===== src/rtl/pipeline_ctrl_pkg.sv =====
// Shared encodings for the pipeline stall/flush controller: MEM-stage exception codes,
// controller FSM states and stall-vector bit positions.
package pipeline_ctrl_pkg;

    localparam logic [31:0] EXC_NONE = 32'd0;
    localparam logic [31:0] EXC_INT  = 32'd1;
    localparam logic [31:0] EXC_ADEL = 32'd4;
    localparam logic [31:0] EXC_ADES = 32'd5;
    localparam logic [31:0] EXC_SYS  = 32'd8;
    localparam logic [31:0] EXC_BP   = 32'd9;
    localparam logic [31:0] EXC_RI   = 32'd10;
    localparam logic [31:0] EXC_OV   = 32'd12;
    localparam logic [31:0] EXC_ERET = 32'd14;

    typedef enum logic [1:0] {
        RUN        = 2'd0,
        WAIT_FETCH = 2'd1,
        FLUSH      = 2'd2
    } ctrl_state_e;

    localparam int STALL_PC     = 0;
    localparam int STALL_IF_ID  = 1;
    localparam int STALL_ID_EX  = 2;
    localparam int STALL_EX_MEM = 3;

    localparam logic [3:0] STALL_NONE = 4'b0000;
    localparam logic [3:0] STALL_ALL  = 4'b1111;

    // A stall at a stage freezes that stage and everything upstream of it.
    function automatic logic [3:0] stall_mask(input logic req_mem, input logic req_ex,
                                              input logic req_id, input logic req_if);
        logic [3:0] m;
        m = STALL_NONE;
        if (req_mem) begin
            m = STALL_ALL;
        end else if (req_ex) begin
            m[STALL_ID_EX:STALL_PC] = 3'b111;
        end else if (req_id) begin
            m[STALL_IF_ID:STALL_PC] = 2'b11;
        end else if (req_if) begin
            m[STALL_PC] = 1'b1;
        end
        return m;
    endfunction

endpackage


===== src/rtl/pipeline_ctrl_perf.sv =====
// Saturating performance counters for stalled cycles and issued flushes.
// Only instantiated when PIPE_CTRL_PERF_EN is defined.
module pipeline_ctrl_perf #(
    parameter int CNT_W = 32
) (
    input  logic             clk,
    input  logic             rst,
    input  logic             stall_evt,
    input  logic             flush_evt,
    output logic [CNT_W-1:0] perf_stall_cyc,
    output logic [CNT_W-1:0] perf_flush_cnt
);

    logic [CNT_W-1:0] stall_cyc_q, stall_cyc_d;
    logic [CNT_W-1:0] flush_cnt_q, flush_cnt_d;

    // Counters stick at all-ones instead of wrapping back to a misleading small value.
    function automatic logic [CNT_W-1:0] sat_inc(input logic [CNT_W-1:0] v);
        logic [CNT_W-1:0] r;
        if (&v) begin
            r = v;
        end else begin
            r = v + {{(CNT_W-1){1'b0}}, 1'b1};
        end
        return r;
    endfunction

    always_comb begin
        stall_cyc_d = stall_cyc_q;
        flush_cnt_d = flush_cnt_q;
        if (stall_evt) begin
            stall_cyc_d = sat_inc(stall_cyc_q);
        end
        if (flush_evt) begin
            flush_cnt_d = sat_inc(flush_cnt_q);
        end
    end

    always_ff @(posedge clk or posedge rst) begin
        if (rst) begin
            stall_cyc_q <= '0;
            flush_cnt_q <= '0;
        end else begin
            stall_cyc_q <= stall_cyc_d;
            flush_cnt_q <= flush_cnt_d;
        end
    end

    assign perf_stall_cyc = stall_cyc_q;
    assign perf_flush_cnt = flush_cnt_q;

endmodule


===== src/rtl/pipeline_ctrl.sv =====
// Stall/flush controller for the 5-stage pipeline: stall priority encoder plus the
// RUN/WAIT_FETCH/FLUSH machine. Perf counters are built only with PIPE_CTRL_PERF_EN.
module pipeline_ctrl
    import pipeline_ctrl_pkg::*;
#(
    parameter logic [31:0] EXC_VECTOR = 32'hBFC0_0380,
    parameter int          CNT_W      = 32
) (
    input  logic             clk,
    input  logic             rst,
    input  logic             stallreq_if,
    input  logic             stallreq_id,
    input  logic             stallreq_ex,
    input  logic             stallreq_mem,
    input  logic             if_busy,
    input  logic [31:0]      exception_type,
    input  logic [31:0]      cp0_epc,
    output logic [3:0]       stall,
    output logic             exception,
    output logic [31:0]      new_pc,
    output logic [CNT_W-1:0] perf_stall_cyc,
    output logic [CNT_W-1:0] perf_flush_cnt
);

    ctrl_state_e state_q, state_d;
    logic [31:0] pc_q, pc_d;

    logic        exc_hit;
    logic [31:0] exc_tgt;
    logic [3:0]  stall_c;
    logic        exception_c;
    logic [31:0] new_pc_c;

    always_comb begin
        exc_hit = (exception_type != EXC_NONE);
        exc_tgt = (exception_type == EXC_ERET) ? cp0_epc : EXC_VECTOR;
    end

    always_comb begin
        state_d     = state_q;
        pc_d        = pc_q;
        stall_c     = STALL_NONE;
        exception_c = 1'b0;
        new_pc_c    = '0;

        unique case (state_q)
            RUN: begin
                if (exc_hit && !if_busy) begin
                    exception_c = 1'b1;
                    new_pc_c    = exc_tgt;
                end else if (exc_hit) begin
                    // The outstanding AXI fetch cannot be cancelled: freeze everything
                    // and replay the redirect once the fetch has drained.
                    stall_c = STALL_ALL;
                    pc_d    = exc_tgt;
                    state_d = WAIT_FETCH;
                end else begin
                    stall_c = stall_mask(stallreq_mem, stallreq_ex, stallreq_id, stallreq_if);
                end
            end
            WAIT_FETCH: begin
                stall_c = STALL_ALL;
                if (!if_busy) begin
                    state_d = FLUSH;
                end
            end
            FLUSH: begin
                exception_c = 1'b1;
                new_pc_c    = pc_q;
                state_d     = RUN;
            end
            default: begin
                state_d = RUN;
            end
        endcase
    end

    always_ff @(posedge clk or posedge rst) begin
        if (rst) begin
            state_q <= RUN;
        end else begin
            state_q <= state_d;
        end
    end

    // Redirect target is pure data; it is only observed after being written in RUN.
    always_ff @(posedge clk) begin
        pc_q <= pc_d;
    end

    // Outputs drop to their idle values the moment reset asserts, even while an
    // exception code is still present on the MEM-stage inputs.
    always_comb begin
        stall     = rst ? STALL_NONE : stall_c;
        exception = rst ? 1'b0       : exception_c;
        new_pc    = rst ? '0         : new_pc_c;
    end

`ifdef PIPE_CTRL_PERF_EN
    pipeline_ctrl_perf #(
        .CNT_W(CNT_W)
    ) u_perf (
        .clk           (clk),
        .rst           (rst),
        .stall_evt     (stall != STALL_NONE),
        .flush_evt     (exception),
        .perf_stall_cyc(perf_stall_cyc),
        .perf_flush_cnt(perf_flush_cnt)
    );
`else
    assign perf_stall_cyc = '0;
    assign perf_flush_cnt = '0;
`endif

endmodule


===== config.mk =====
export PLATFORM = sky130hd
export DESIGN_NAME = pipeline_ctrl
export DESIGN_NICKNAME = d
export VERILOG_FILES = /design/src/rtl/pipeline_ctrl_pkg.sv /design/src/rtl/pipeline_ctrl_perf.sv /design/src/rtl/pipeline_ctrl.sv
export SDC_FILE = /design/constraint.sdc
export NUM_CORES = 1
export LEC_CHECK = 0
export CORE_MARGIN = 2
export CORE_UTILIZATION = 39
export CTS_CLUSTER_DIAMETER = 150
export DETAILED_ROUTE_END_ITERATION = 10
export GPL_ROUTABILITY_DRIVEN = 1
export GPL_TIMING_DRIVEN = 1
export PLACE_DENSITY = 0.85
export SYNTH_ARGS = -nofsm -noshare
export SYNTH_HDL_FRONTEND = slang
export SYNTH_HIERARCHICAL = 1
export SYNTH_SLANG_ARGS = --single-unit

===== constraint.sdc =====
create_clock -name clk -period 6.4 [get_ports clk]
set_input_delay 0.96 -clock clk [delete_from_list [all_inputs] [get_ports clk]]
set_output_delay 0.96 -clock clk [all_outputs]
set_load 0.005 [all_outputs]

==> results.py <==
metrics = {
    "routing": {
        "dr.pass1.iters": 4,
        "num_vias": 1840,
        "ant_nets": 0,
        "wire_per_inst_um": 13.4,
        "drc_errors": 0,
        "drt_iter0_drc": 28,
        "via_per_inst": 4.63,
        "routed_wl_mm": 5.33,
    },
    "die": {
        "initial_core_util_pct": 39.8,
        "fp.dieArea_um2": 7030,
        "rows": 29,
        "ios": 172,
        "die_y_um": 83.8,
        "core-area_um2": 6240,
        "die_w_um": 83.8,
    },
    "timing": {
        "finalSetupViolations": 0,
        "rsz0062_at_grt": "no",
        "tns_ns": 0,
        "max_slew_margin_pct": 19.6,
        "finalCriticalPeriod_ns": 4.63,
        "post-route-period-util_pct": 72.4,
        "tightest_slew_ns": 1.21,
        "hold_viol": 0,
        "fmax_mhz": 216,
        "finClkSkew_ns": 0.00441,
        "slew_viol_final": 0,
    },
    "clocking": {
        "clock_sinks": 34,
        "hold_buffers": 0,
        "numCtsBuffers": 5,
        "cts_buffer_depth": 2,
        "ctsResizeCount": 0,
        "path_clk_slew_ns": 0.07,
        "clkLatencyLatePin_ns": 0.28,
        "post_cts_buffers": 0,
        "cts_max_level": 2,
        "cts_tree": "done",
        "cts-root-buf": "clkbuf_8",
    },
    "global_routing": {
        "globalRoute.totalOverflow": 0,
        "grt_antenna_before_repair": 0,
        "grt_pass1_vias": 1724,
        "grt_start_max_net_pins": 33,
        "grt_use_total_pct": 14.8,
        "grt_pass1_wl_mm": 8.26,
    },
    "placed_design": {
        "port_buffers": 107,
        "place_inst": 389,
        "gp_congestion": 0.703,
        "dp.final_hpwl_mm": 4.12,
    },
    "layout": {
        "nNetsFinal": 390,
        "antenna_cells": 0,
        "instances_no_fill": 397,
        "drive_gt1_share_pct": 8.13,
        "areaGrowthSynthToFinish_pct": 37.3,
    },
    "logic_synthesis": {
        "ys.flop_type": "edfxtp_1",
        "yosysSeqAreaShare_pct": 40.7,
        "synthCells": 216,
        "ys_seq_elements": 34,
        "async_flop_share_pct": 5.88,
        "synth_edf_count": 32,
        "yosys.cell_types.count": 38,
        "ys_warn_count": 6,
        "syn-cell-area_um2": 2490,
        "syn_area_per_cell_um2": 11.5,
    },
    "power": {
        "ir_drop_v": 0.0000870,
        "power_density_nw_per_um2": 152,
        "p_leak_nw": 1.28,
    },
    "worst_setup_path": {
        "reg2reg_slack_ns": 4.23,
        "crit_type": "input port to primary output",
        "crit_required_ns": 5.44,
        "crit_chain": "clkdlybuf4s50_1 -> nor4_4 -> nand4_4 -> nor4_4 -> a22o_1 -> clkdlybuf4s50_1",
        "startpoint": "exception_type[5]",
        "startpoint_type": "input port",
        "cpLargestDelayFamily": "simple AND/OR/NAND/NOR gates",
        "worst-path-buf-inv": 2,
        "endpoint": "new_pc[15]",
        "crit_path_top_delay_cell": "nor4_4",
        "reg2reg_depth": 3,
        "end_kind": "primary output",
        "cp.depth": 6,
        "worstPathArrival_ns": 3.67,
        "regToRegStartpoint": "state_q[1]",
        "crit_fanout": 20,
        "regToRegEndpoint": "pc_q[30]",
        "max_stage_delay_ns": 0.94,
    },
    "min_path": {
        "hp-start": "state_q[1]",
        "min_path_type": "flop to flop",
        "holdPathStages": 1,
    },
    "job": {
        "drv_cap": 0,
    },
    "status": {
        "status": "finished clean",
    },
}
-- metrics by stage --
stage	setup WS (ns)	util, %	area, µm²	power (W)	hold slack [ns]
detailed placement	1.69	53.4	3330	0.000375	0.513
floorplan	2.44	-	2720	0.000326	0.471
CTS	1.70	54.7	3410	0.000523	0.526
global route	1.57	54.7	3410	0.000543	0.565
finish	1.77	54.7	3410	0.000519	0.527
global placement	1.77	53.4	3330	0.000373	0.501
-- worst min path at each step --
stage | endpoint | slack, ns
2_1_floorplan | state_q[1] | 0.47
4_1_cts | state_q[1] | 0.53
3_3_place_gp | state_q[1] | 0.50
5_1_grt | state_q[1] | 0.56
6_report | state_q[1] | 0.53
3_5_place_dp | state_q[1] | 0.51
-- registers in the layout, indices dropped and copies added (netlist names) --
register and cells:
pc_q 32, state_q 2
-- layout make-up --
class	instances	area [µm²]
Clock buffer	6	72.6
Timing Repair Buffer	108	1080
Tap cell	77	96.3
Sequential cell	34	1010
Fill cell	570	2830
Multi-Input combinational cell	168	1140
Inverter	2	7.51
Clock inverter	2	8.76
-- cell usage in the layout, fill, tap and decap left out, drive strengths merged --
master         Yosys  final
and3               1      1
nor4               9      9
nor3               7      7
or2                2      2
dfrtp              2      2
nand3              1      1
and4               2      2
a22o              20     20
clkbuf             3      6
nand2              1      1
o31ai              1      1
conb               1     64
clkdlybuf4s50      0    107
edfxtp            32     32
nand4              2      2
or3                1      1
o211a              1      1
nor2               3      3
inv                2      2
a31oi              2      2
buf               72      1
and2              20     20
or4                2      2
a221o             12     12
a21oi              1      1
clkinv             0      2
a221oi             3      3
nand2b            13     13
-- kinds of logic after synthesis --
group                  count (synthesis)  share of synthesized area, %
buffers and inverters                 77                          23.2
other                                  1                         0.151
AO/OA/AOI/OAI                         40                          14.6
flip-flops                            34                          40.7
AND/OR/NAND/NOR                       64                          21.4
-- worst register-to-register path, delay by kind of cell, from the launching register on --
family | cells | cell delay (ns)
DFF | 1 | 0.42
and+or+nand+nor | 2 | 0.99
buffers and inverters | 1 | 0.42
-- routing by layer --
layer  part of all wire (%)  global-route usage [%]
met1                     38                    16.7
met4                    1.3                    4.84
met5                      0                       0
met2                     53                    27.1
met3                    7.4                    3.66
-- Yosys cell counts (2+ instances only) --
library cell | number | share of area (%)
buf_2 | 3 | 0.60
edfxtp_1 | 32 | 39
nor2_1 | 3 | 0.45
nor3_2 | 2 | 0.81
dfrtp_1 | 2 | 2.0
buf_6 | 4 | 1.8
a221o_1 | 12 | 4.8
and2_1 | 20 | 5.0
nor4_4 | 6 | 5.1
or2_2 | 2 | 0.50
nor4_1 | 2 | 0.50
a221oi_1 | 3 | 1.1
nand2b_1 | 13 | 3.3
nor3_1 | 4 | 0.81
clkbuf_1 | 2 | 0.30
a22o_1 | 20 | 7.0
buf_4 | 65 | 20
-- where the power goes --
part	total [W]	internal, W	switching (W)
clock network	0.000149	0.0000747	0.0000742
registers	0.000253	0.000250	0.00000300
logic	0.000117	0.0000700	0.0000471
total	0.000519	0.000395	0.000124
Note: power is estimated with default switching activity, not from simulation.
